[config.mk]
export PLATFORM = sky130hd
export DESIGN_NAME = des_round_ctrl
export DESIGN_NICKNAME = d
export VERILOG_FILES = /design/src/rtl/des_pkg.sv /design/src/rtl/des_key_schedule.sv /design/src/rtl/des_round_ctrl.sv
export SDC_FILE = /design/constraint.sdc
export NUM_CORES = 1
export LEC_CHECK = 0
export ABC_AREA = 1
export BUFFER_PORTS_ARGS = -buffer_cell sky130_fd_sc_hd__buf_2
export CAP_MARGIN = 20
export CORE_ASPECT_RATIO = 1.5
export CORE_UTILIZATION = 50
export DETAILED_ROUTE_END_ITERATION = 8
export GPL_ROUTABILITY_DRIVEN = 0
export PLACE_DENSITY = 0.9
export RECOVER_POWER = 25
export SLEW_MARGIN = 20
export SYNTH_ARGS = -nofsm -noshare
export SYNTH_HDL_FRONTEND = slang
export SYNTH_SLANG_ARGS = --single-unit
[constraint.sdc]
create_clock -name wClk -period 2.8 [get_ports wClk]
set_input_delay 0.28 -clock wClk [delete_from_list [all_inputs] [get_ports wClk]]
set_output_delay 0.28 -clock wClk [all_outputs]
set_load 0.01 [all_outputs]
[src/rtl/des_pkg.sv]
// Shared DES definitions: widths, FSM state type, permutation tables and the
// bit-order helpers used by the round controller and its key schedule.
package des_pkg;

  localparam int BLOCK_W = 64;
  localparam int KEY_W   = 64;
  localparam int HALF_W  = 32;
  localparam int CD_W    = 28;
  localparam int RK_W    = 48;

  typedef enum logic [1:0] {
    IDLE  = 2'd0,
    ROUND = 2'd1,
    DONE  = 2'd2
  } des_state_t;

  // Table entries use DES numbering: position 1 is the MSB of the vector.
  localparam int unsigned IP_TABLE [64] = '{
    58, 50, 42, 34, 26, 18, 10, 2,
    60, 52, 44, 36, 28, 20, 12, 4,
    62, 54, 46, 38, 30, 22, 14, 6,
    64, 56, 48, 40, 32, 24, 16, 8,
    57, 49, 41, 33, 25, 17,  9, 1,
    59, 51, 43, 35, 27, 19, 11, 3,
    61, 53, 45, 37, 29, 21, 13, 5,
    63, 55, 47, 39, 31, 23, 15, 7
  };

  localparam int unsigned FP_TABLE [64] = '{
    40, 8, 48, 16, 56, 24, 64, 32,
    39, 7, 47, 15, 55, 23, 63, 31,
    38, 6, 46, 14, 54, 22, 62, 30,
    37, 5, 45, 13, 53, 21, 61, 29,
    36, 4, 44, 12, 52, 20, 60, 28,
    35, 3, 43, 11, 51, 19, 59, 27,
    34, 2, 42, 10, 50, 18, 58, 26,
    33, 1, 41,  9, 49, 17, 57, 25
  };

  localparam int unsigned PC1_TABLE [56] = '{
    57, 49, 41, 33, 25, 17,  9,
     1, 58, 50, 42, 34, 26, 18,
    10,  2, 59, 51, 43, 35, 27,
    19, 11,  3, 60, 52, 44, 36,
    63, 55, 47, 39, 31, 23, 15,
     7, 62, 54, 46, 38, 30, 22,
    14,  6, 61, 53, 45, 37, 29,
    21, 13,  5, 28, 20, 12,  4
  };

  localparam int unsigned PC2_TABLE [48] = '{
    14, 17, 11, 24,  1,  5,
     3, 28, 15,  6, 21, 10,
    23, 19, 12,  4, 26,  8,
    16,  7, 27, 20, 13,  2,
    41, 52, 31, 37, 47, 55,
    30, 40, 51, 45, 33, 48,
    44, 49, 39, 56, 34, 53,
    46, 42, 50, 36, 29, 32
  };

  localparam int unsigned SHIFT_SCHEDULE [16] = '{
    1, 1, 2, 2, 2, 2, 2, 2, 1, 2, 2, 2, 2, 2, 2, 1
  };

  function automatic logic [BLOCK_W-1:0] ip_perm(input logic [BLOCK_W-1:0] d);
    logic [BLOCK_W-1:0] p;
    for (int j = 0; j < 64; j++) p[6'(63 - j)] = d[6'(64 - IP_TABLE[j])];
    return p;
  endfunction

  function automatic logic [BLOCK_W-1:0] fp_perm(input logic [BLOCK_W-1:0] d);
    logic [BLOCK_W-1:0] p;
    for (int j = 0; j < 64; j++) p[6'(63 - j)] = d[6'(64 - FP_TABLE[j])];
    return p;
  endfunction

  // Parity bits (8,16,..,64) never appear in PC1, so they drop out here.
  function automatic logic [2*CD_W-1:0] pc1_perm(input logic [KEY_W-1:0] k);
    logic [2*CD_W-1:0] p;
    for (int j = 0; j < 56; j++) p[6'(55 - j)] = k[6'(64 - PC1_TABLE[j])];
    return p;
  endfunction

  function automatic logic [RK_W-1:0] pc2_perm(input logic [2*CD_W-1:0] cd);
    logic [RK_W-1:0] p;
    for (int j = 0; j < 48; j++) p[6'(47 - j)] = cd[6'(56 - PC2_TABLE[j])];
    return p;
  endfunction

  function automatic logic [CD_W-1:0] rot_left(input logic [CD_W-1:0] v, input logic [1:0] n);
    case (n)
      2'd1:    rot_left = {v[CD_W-2:0], v[CD_W-1]};
      2'd2:    rot_left = {v[CD_W-3:0], v[CD_W-1:CD_W-2]};
      default: rot_left = v;
    endcase
  endfunction

  function automatic logic [CD_W-1:0] rot_right(input logic [CD_W-1:0] v, input logic [1:0] n);
    case (n)
      2'd1:    rot_right = {v[0], v[CD_W-1:1]};
      2'd2:    rot_right = {v[1:0], v[CD_W-1:2]};
      default: rot_right = v;
    endcase
  endfunction

endpackage

[src/rtl/des_key_schedule.sv]
// DES key schedule: holds C/D halves, emits the round key for the current round.
// Decryption ordering (K16..K1) is built only when DES_DECRYPT_EN is defined.
module des_key_schedule
  import des_pkg::*;
(
  input  logic             clk,
  input  logic             reset,
  input  logic             load,
  input  logic             step,
  input  logic             decrypt,
  input  logic [KEY_W-1:0] key,
  input  logic [3:0]       round,
  output logic [RK_W-1:0]  round_key
);

  logic [CD_W-1:0] c_q, d_q;
  logic [CD_W-1:0] c_sh, d_sh;
  logic [1:0]      enc_amt, dec_amt;
  logic            mode;

`ifdef DES_DECRYPT_EN
  logic mode_q;

  always_ff @(posedge clk) begin
    if (reset)     mode_q <= 1'b0;
    else if (load) mode_q <= decrypt;
  end

  assign mode = mode_q;
`else
  logic unused_decrypt;

  assign unused_decrypt = decrypt;
  assign mode           = 1'b0;
`endif

  // Decrypt: first round unshifted, then the encrypt schedule walked backwards.
  assign enc_amt = 2'(SHIFT_SCHEDULE[round]);
  assign dec_amt = (round == 4'd0) ? 2'd0 : 2'(SHIFT_SCHEDULE[~round + 4'd1]);

  always_comb begin
    c_sh = rot_left(c_q, enc_amt);
    d_sh = rot_left(d_q, enc_amt);
    if (mode) begin
      c_sh = rot_right(c_q, dec_amt);
      d_sh = rot_right(d_q, dec_amt);
    end
  end

  assign round_key = pc2_perm({c_sh, d_sh});

  always_ff @(posedge clk) begin
    if (reset) begin
      c_q <= '0;
      d_q <= '0;
    end else if (load) begin
      {c_q, d_q} <= pc1_perm(key);
    end else if (step) begin
      c_q <= c_sh;
      d_q <= d_sh;
    end
  end

endmodule

[src/rtl/des_round_ctrl.sv]
// Iterative DES sequencer: one Feistel round per clock through an external f-unit.
// Build option DES_DECRYPT_EN enables decryption via wDecrypt.
module des_round_ctrl
  import des_pkg::*;
#(
  parameter int NUM_ROUNDS = 16
) (
  input  logic               wClk,
  input  logic               wReset,
  input  logic               wInValid,
  output logic               wInReady,
  input  logic [BLOCK_W-1:0] wInData,
  input  logic [KEY_W-1:0]   wInKey,
  input  logic               wDecrypt,
  output logic [HALF_W-1:0]  wFeistelR,
  output logic [RK_W-1:0]    wRoundKey,
  input  logic [HALF_W-1:0]  wFeistelOut,
  output logic               wOutValid,
  input  logic               wOutReady,
  output logic [BLOCK_W-1:0] wOutData,
  output logic [3:0]         wRound
);

  localparam logic [3:0] LAST_ROUND = 4'(NUM_ROUNDS - 1);

  des_state_t         state_q, state_d;
  logic [HALF_W-1:0]  l_q, r_q;
  logic [3:0]         cnt_q;
  logic [BLOCK_W-1:0] out_data_q;
  logic               accept, load_key, step_key, last_round;

  assign wInReady   = (state_q == IDLE) && !wReset;
  assign accept     = wInValid && wInReady;
  assign last_round = (cnt_q == LAST_ROUND);

  always_ff @(posedge wClk) begin
    if (wReset) state_q <= IDLE;
    else        state_q <= state_d;
  end

  always_comb begin
    state_d  = state_q;
    load_key = 1'b0;
    step_key = 1'b0;
    case (state_q)
      IDLE: begin
        if (accept) begin
          state_d  = ROUND;
          load_key = 1'b1;
        end
      end
      ROUND: begin
        step_key = 1'b1;
        if (last_round) state_d = DONE;
      end
      DONE: begin
        if (wOutReady) state_d = IDLE;
      end
      default: state_d = IDLE;
    endcase
  end

  // Result is captured on the final round edge with the usual R16||L16 swap.
  always_ff @(posedge wClk) begin
    if (wReset) begin
      l_q        <= '0;
      r_q        <= '0;
      cnt_q      <= '0;
      out_data_q <= '0;
    end else if (load_key) begin
      {l_q, r_q} <= ip_perm(wInData);
      cnt_q      <= '0;
    end else if (step_key) begin
      l_q   <= r_q;
      r_q   <= l_q ^ wFeistelOut;
      cnt_q <= cnt_q + 4'd1;
      if (last_round) out_data_q <= fp_perm({l_q ^ wFeistelOut, r_q});
    end
  end

  des_key_schedule u_key_schedule (
    .clk       (wClk),
    .reset     (wReset),
    .load      (load_key),
    .step      (step_key),
    .decrypt   (wDecrypt),
    .key       (wInKey),
    .round     (cnt_q),
    .round_key (wRoundKey)
  );

  assign wFeistelR = r_q;
  assign wOutValid = (state_q == DONE);
  assign wOutData  = out_data_q;
  assign wRound    = cnt_q;

endmodule

==> flow_metrics.env, run 1 <==
export IMPL_synth_top_family_by_area="simple AND/OR/NAND/NOR gates"
export IMPL_synthAdderAreaFrac_pct=0.8696
export IMPL_status="completed"
export IMPL_drive_gt1_share_pct=15.11
export IMPL_synth_top_area_share_pct=36.64
export IMPL_drc_errors=0
export IMPL_grt_usage_pct=27.47
export IMPL_wl_per_cell_um=14.51
export IMPL_synth_top_area_cell="dfxtp_1"
export IMPL_area_delta_synth_final_pct=17.67
export IMPL_synthMuxAreaShare_pct=0
export IMPL_min_period_ns=2.714
export IMPL_synth_compound_area_share_pct=9.203
export IMPL_grt_pass1_wl_mm=39.09
export IMPL_die_y_um=162.9
export IMPL_cts_sinks=158
export IMPL_tightest_slew_ns=0.7969
export IMPL_ys_seq_elements=158
export IMPL_die_area_mm2=0.01781
export IMPL_pin_count=315
export IMPL_crit_type="flip-flop to output pin"
export IMPL_syn_mean_instance_area_um2=6.414
export IMPL_die_width_um=109.3
export IMPL_final_net_count=1667
export IMPL_dr_total_vias=9344
export IMPL_p_total_mw=6.122
export IMPL_synth_cells=1346
export IMPL_cp_required_ns=2.52
export IMPL_crit_arrival_ns=2.43
export IMPL_clock_latency_ns=0.42
export IMPL_synth_xor_area_share_pct=0.1014
export IMPL_portBuffers=201
export IMPL_finalMaxSlewViolations=0
export IMPL_tritoncts="built"
export IMPL_grt_max_degree=77
export IMPL_period_share_pct=96.93
export IMPL_ctsHoldBuffers=0
export IMPL_ys_seq_area_share_pct=36.64
export IMPL_relSlewSlack_pct=46.87
export IMPL_num_rows=58
export IMPL_holdCritPathClass="input port to flip-flop"
export IMPL_layout_commonest_cell="nand2_1"
export IMPL_slowest_delay_ns=0.39
export IMPL_first_iter_violations=630
export IMPL_dp_hpwl_mm=15.53
export IMPL_worstPathCellList="ha_1 -> nand3_2 -> nand3_1 -> inv_1 -> ha_4 -> inv_4 -> clkbuf_16 -> nand3_1 -> and2_1 -> buf_2"
export IMPL_hold_viol=0
export IMPL_core_area_mm2=0.01684
export IMPL_synth_simple_area_share_pct=39.16
export IMPL_stdcell_area_mm2=0.01016
export IMPL_rsz0062_at_grt="false"
export IMPL_cpMostUsedCell="nand3_1"
export IMPL_yosysWarnings=0
export IMPL_overflow=0
export IMPL_power_density_mw_per_mm2=602.6
export IMPL_synthArstFlopShare_pct=0
export IMPL_synth_edff_count=0
export IMPL_cts_root_buffer="clkbuf_16"
export IMPL_setup_viol=0
export IMPL_antenna_found_initial=3
export IMPL_grt_pass1_vias=8626
export IMPL_cp_end_kind="output pin"
export IMPL_cts_buffers=17
export IMPL_synth_distinct_cells=28
export IMPL_routed_via_density=5.426
export IMPL_p_leak_nw=4.688
export IMPL_drv_cap=0
export IMPL_finalSetupTns_ns=0
export IMPL_ys_flop_type="dfxtp_1"
export IMPL_vdd_drop_max_mv=0.3494
export IMPL_start_util_pct=51.28
export IMPL_max_freq_mhz=368.5
export IMPL_crit_slowest_cell="dfxtp_2"
export IMPL_drt_total_wl_mm=24.98
export IMPL_worstSetupStartpointType="flip-flop"
export IMPL_mostFrequentLayoutCells="300 x nand2_1, 209 x nor2_1, 155 x dfxtp_1"
export IMPL_synth_area_leaders="dfxtp_1 37%, nand2_1 13%, nor2_1 9.1%"
export IMPL_ant_nets=0
export IMPL_netlist_area_mm2=0.008633
export IMPL_post_cts_buffers=0
export IMPL_dpl_cell_area_mm2=0.009504
export IMPL_skew_ns=0.01274
export IMPL_firstDrtPassIters=5
export IMPL_cts_max_level=4
export IMPL_critPathMaxFanout=12
export IMPL_clk_pin_slew_ns=0.07
export IMPL_clk_path_buf_depth=2
==> flip-flops by register name, indices dropped and copies added, names as in the netlist <==
name and cells:
l_q 32, wFeistelR 32, wOutData 32, u_key_schedule.c_q 28, u_key_schedule.d_q 28, wRound 4
state_q 2
==> worst max-delay path, delay by kind of cell (launching register included) <==
| family | cells | cell delay, ns |
|---|---|---|
| buffers and inverters | 4 | 0.55 |
| adder cells (fa/ha/maj) | 2 | 0.48 |
| flip-flops | 1 | 0.39 |
| AND/OR/NAND/NOR | 4 | 0.62 |
==> layer usage <==
metal  global-route usage, %  vias to the layer above  routed length (um)
met5                       0                        -                   0
met4                   13.33                        0                 976
met3                   5.002                       76                1798
met2                   49.60                      469               12830
met1                   30.30                     4260                9379
li1                        -                     4539                   -
==> through the flow <==
step                hold WS [ns]  instances  worst slack (ns)  util (%)
floorplan                 0.4453       1393            0.3688         -
global placement          0.4484       1684            0.4221     56.45
detailed placement        0.4527       1684            0.3111     56.45
CTS                       0.1466       1717          0.003365     60.15
global route              0.1507       1721          0.003314     60.32
finish                    0.1554       1722           0.08608     60.34
==> cell usage after synthesis, types with 6 or more instances <==
library cell,instances
clkbuf_1,54
o21ai_0,33
nand4_1,61
nand2_1,302
or2_2,16
nor2_1,209
inv_1,114
o21a_1,6
o22ai_1,8
a21oi_1,62
inv_2,6
o211ai_1,6
dfxtp_1,158
ha_1,6
buf_1,9
buf_4,58
nand3_1,148
o21ai_1,32
and2_1,26
buf_2,17
==> timing repair <==
action                                  in CTS  in global routing
endpoints found under the setup margin      32                 32
gates resized for setup                      6                 14
pin swaps                                    0                  1
hold endpoints to repair                     0                  0
gates cloned                                 1                  2
==> worst paths after layout <==
path,startpoint,endpoint,slack (ns),cells after the start
max,wRound[1],wRoundKey[20],0.09,10
min,wOutReady,state_q[1],0.16,4
max reg2reg,wRound[0],u_key_schedule.c_q[9],0.39,14
min reg2reg,wOutData[6],wOutData[6],0.46,2
==> logic make-up after synthesis <==
kind of cell / Yosys count
compound gates: 150
simple gates: 772
xor+xnor: 1
other cells: 1
fa+ha+maj: 6
flops: 158
buf+inv: 258
==> power breakdown <==
part | internal [mW] | leakage, nW | switching (mW)
clock | 1.20 | 0.280 | 1.07
combinational | 0.470 | 3.12 | 0.849
sequential | 2.40 | 1.29 | 0.130
==> cell type report <==
cell class | instances | area [um^2]
antenna | 3 | 7.507
clock buffer | 18 | 429.2
clock inverter | 14 | 143.9
fill | 1552 | 6678
inverter | 120 | 455.4
multi-input combinational | 977 | 4494
sequential | 158 | 3169
tap | 210 | 262.8
timing repair buffer | 222 | 1196
(Power assumes the default switching activity.)
==> inputs of run 2 (changes only) <==
--- a/config.mk
+++ b/config.mk
@@ -5,14 +5,13 @@
 export SDC_FILE = /design/constraint.sdc
 export NUM_CORES = 1
 export LEC_CHECK = 0
-export ABC_AREA = 1
 export BUFFER_PORTS_ARGS = -buffer_cell sky130_fd_sc_hd__buf_2
 export CAP_MARGIN = 20
 export CORE_ASPECT_RATIO = 1.5
-export CORE_UTILIZATION = 50
+export CORE_UTILIZATION = 49
 export DETAILED_ROUTE_END_ITERATION = 8
 export GPL_ROUTABILITY_DRIVEN = 0
-export PLACE_DENSITY = 0.9
+export PLACE_DENSITY = 0.89
 export RECOVER_POWER = 25
 export SLEW_MARGIN = 20
 export SYNTH_ARGS = -nofsm -noshare
==> flow_metrics.env, run 2 <==
export IMPL_num_rows=57
export IMPL_p_seq_share_pct=41.2
export IMPL_min_period_ns=2.913
export IMPL_internal_power_mw=4.177
export IMPL_ys_flop_type="dfxtp_1"
export IMPL_final_net_count=1324
export IMPL_route_met2_wl_mm=13.56
export IMPL_period_share_pct=104.1
export IMPL_tritoncts="built"
export IMPL_first_iter_violations=724
export IMPL_synthArstFlopShare_pct=0
export IMPL_clock_power_share_pct=40.5
export IMPL_dp_slack_ns=0.1017
export IMPL_critical_path_top_delay_family="simple AND/OR/NAND/NOR gates"
export IMPL_dp_hpwl_mm=13.94
export IMPL_finish_utilization_pct=65.52
export IMPL_tightest_slew_ns=1.107
export IMPL_hold_viol=0
export IMPL_ys_seq_area_share_pct=39.04
export IMPL_crit_slowest_cell="or4_1"
export IMPL_dr_max_layer_used="met5"
export IMPL_fillCellCount=1244
export IMPL_cts_root_buffer="clkbuf_16"
export IMPL_cp_end_kind="flip-flop"
export IMPL_core_area_mm2=0.01619
export IMPL_ys_seq_elements=158
export IMPL_die_width_um=107.0
export IMPL_mostFrequentLayoutCells="155 x dfxtp_1, 146 x buf_2, 118 x a21oi_1"
export IMPL_vdd_drop_max_mv=0.4456
export IMPL_overflow=0
export IMPL_relSlewSlack_pct=26.23
export IMPL_crit_arrival_ns=3.19
export IMPL_synth_area_leaders="dfxtp_1 39%, a21oi_1 7.7%, a22oi_1 5.3%"
export IMPL_crit_type="flip-flop to flip-flop"
export IMPL_clock_latency_ns=0.42
export IMPL_cpMostUsedCell="buf_4"
export IMPL_grt_usage_pct=26.20
export IMPL_area_delta_synth_final_pct=30.93
export IMPL_power_density_mw_per_mm2=571.7
export IMPL_violations="negative setup slack"
export IMPL_dr_total_vias=8574
export IMPL_drive_gt1_share_pct=25.39
export IMPL_netlist_area_mm2=0.008102
export IMPL_finalSetupTns_ns=-0.3822
export IMPL_portBuffers=201
export IMPL_antenna_found_initial=1
export IMPL_critPathMaxFanout=36
export IMPL_cp_required_ns=3.08
export IMPL_synth_edff_count=0
export IMPL_synth_cells=994
export IMPL_multi_input_area_mm2=0.004761
export IMPL_setup_viol=7
export IMPL_drc_errors=0
export IMPL_worstPathCellList="buf_4 -> nor3_2 -> a21o_1 -> buf_6 -> ha_4 -> clkbuf_16 -> nor2_1 -> buf_4 -> or4_1 -> a21oi_1"
export IMPL_finalMaxSlewViolations=0
export IMPL_wl_per_cell_um=19.88
export IMPL_cts_sinks=158
export IMPL_switching_share_pct=31.13
export IMPL_yosysWarnings=0
export IMPL_holdCritPathClass="input port to flip-flop"
export IMPL_clk_path_buf_depth=2
export IMPL_antenna_cells=0
export IMPL_skew_ns=0.009948
export IMPL_max_freq_mhz=343.2
export IMPL_routed_wl_met3_mm=2.362
export IMPL_synth_most_common_cell="dfxtp_1"
export IMPL_die_y_um=159.5
export IMPL_ant_nets=0
export IMPL_synth_distinct_cells=38
export IMPL_syn_mean_instance_area_um2=8.150
export IMPL_power_frac_comb_pct=18.3
export IMPL_clk_pin_slew_ns=0.07
export IMPL_p_leak_nw=4.259
export IMPL_timing_final_ws_setup_ns=-0.1135
export IMPL_grt_max_degree=103
export IMPL_cts_buffers=17
export IMPL_drt_total_wl_mm=27.27
export IMPL_pin_count=315
export IMPL_synth_top_area_cell="dfxtp_1"
export IMPL_grt_pass1_wl_mm=36.18
export IMPL_synth_commonest_cells="158 x dfxtp_1, 124 x a21oi_1, 82 x nand3_1"
export IMPL_wl_met1_mm=9.871
export IMPL_routed_via_density=6.249
export IMPL_grt_pass1_vias=7250
export IMPL_layout_commonest_cell="dfxtp_1"
export IMPL_synth_top_area_share_pct=39.04
export IMPL_worstSetupStartpointType="flip-flop"
export IMPL_drv_cap=0
export IMPL_seq_area_mm2=0.003172
export IMPL_slowest_delay_ns=0.57
export IMPL_status="finished with violations"
export IMPL_rsz0062_at_grt="true"
export IMPL_start_util_pct=50.04
export IMPL_cp_num_buf_inv=4
export IMPL_die_area_mm2=0.01706
export IMPL_firstDrtPassIters=6
export IMPL_ctsHoldBuffers=0
export IMPL_power_switching_mw=1.888
export IMPL_cts_max_level=4
==> run 2: cell count changes in the layout (fill, tap and decap cells not counted), moves of 57 or more <==
cell	previous run	this run
nor2_1	209	30
nand2_1	300	7
nand4_1	61	0
a22oi_1	0	57
inv_1	113	36
nand3_1	147	82
==> run 2: stage by stage <==
step	power, mW	cell area [um^2]	instances	hold WS, ns
after floorplan	3.161	8278	1041	0.3960
after global placement	3.421	9009	1310	0.4578
after detailed placement	3.445	9024	1311	0.4647
after CTS	5.907	9933	1347	0.06178
after global routing	6.268	10610	1372	0.1079
final	6.065	10610	1372	0.1066
==> run 2: logic make-up after synthesis <==
| kind of cell | count (synthesis) | share of synthesized area [%] |
|---|---|---|
| AOI/OAI and AO/OA | 354 | 28.05 |
| xor gates and xnor gates | 33 | 3.568 |
| adders and majority gates | 6 | 0.9266 |
| buffers and inverters | 198 | 11.86 |
| DFF | 158 | 39.04 |
| muxes | 2 | 0.2780 |
| other | 1 | 0.04629 |
| and+or+nand+nor | 242 | 16.23 |
==> run 2: power groups by stage <==
stage | Sequential, mW | Clock, mW | Combinational, mW
3_3_place_gp | 2.51 | 0 | 0.916
3_5_place_dp | 2.51 | 0 | 0.935
5_1_grt | 2.51 | 2.56 | 1.19
4_1_cts | 2.47 | 2.46 | 0.978
6_report | 2.50 | 2.45 | 1.11
2_1_floorplan | 2.50 | 0 | 0.658
==> run 2: final cells by class <==
| type | instances | share of cell area [%] |
|---|---|---|
| Clock buffer | 17 | 4.010 |
| Tap cell | 206 | 2.430 |
| Multi-Input combinational cell | 685 | 44.88 |
| Timing Repair Buffer | 250 | 15.46 |
| Inverter | 41 | 1.498 |
| Sequential cell | 158 | 29.90 |
| Clock inverter | 15 | 1.816 |
==> run 2: tightest hold or removal path: stages <==
cell and delay, ns:
buf_2 0.08, nand2_1 0.05, o221ai_1 0.08
==> run 2: routing by layer <==
layer / GRT usage [%] / vias to the layer above
met5: 0 / -
met4: 11.15 / 2
met3: 5.731 / 124
met2: 45.72 / 556
met1: 30.43 / 4030
li1: - / 3862
==> run 2: final timing paths <==
check              start                     end  slack [ns]  cells after the start
max            wRound[1]  u_key_schedule.c_q[27]       -0.11                     10
min           wInKey[44]   u_key_schedule.d_q[2]        0.11                      3
max reg2reg    wRound[1]  u_key_schedule.c_q[27]       -0.11                     10
min reg2reg  wOutData[7]             wOutData[7]        0.48                      2
==> run 2: what timing repair did <==
item                                    in CTS  in global routing
buffers inserted                             2                 18
cloned                                       2                  7
pin swaps                                    1                 13
gates resized for setup                     35                 66
endpoints found under the setup margin      32                 32
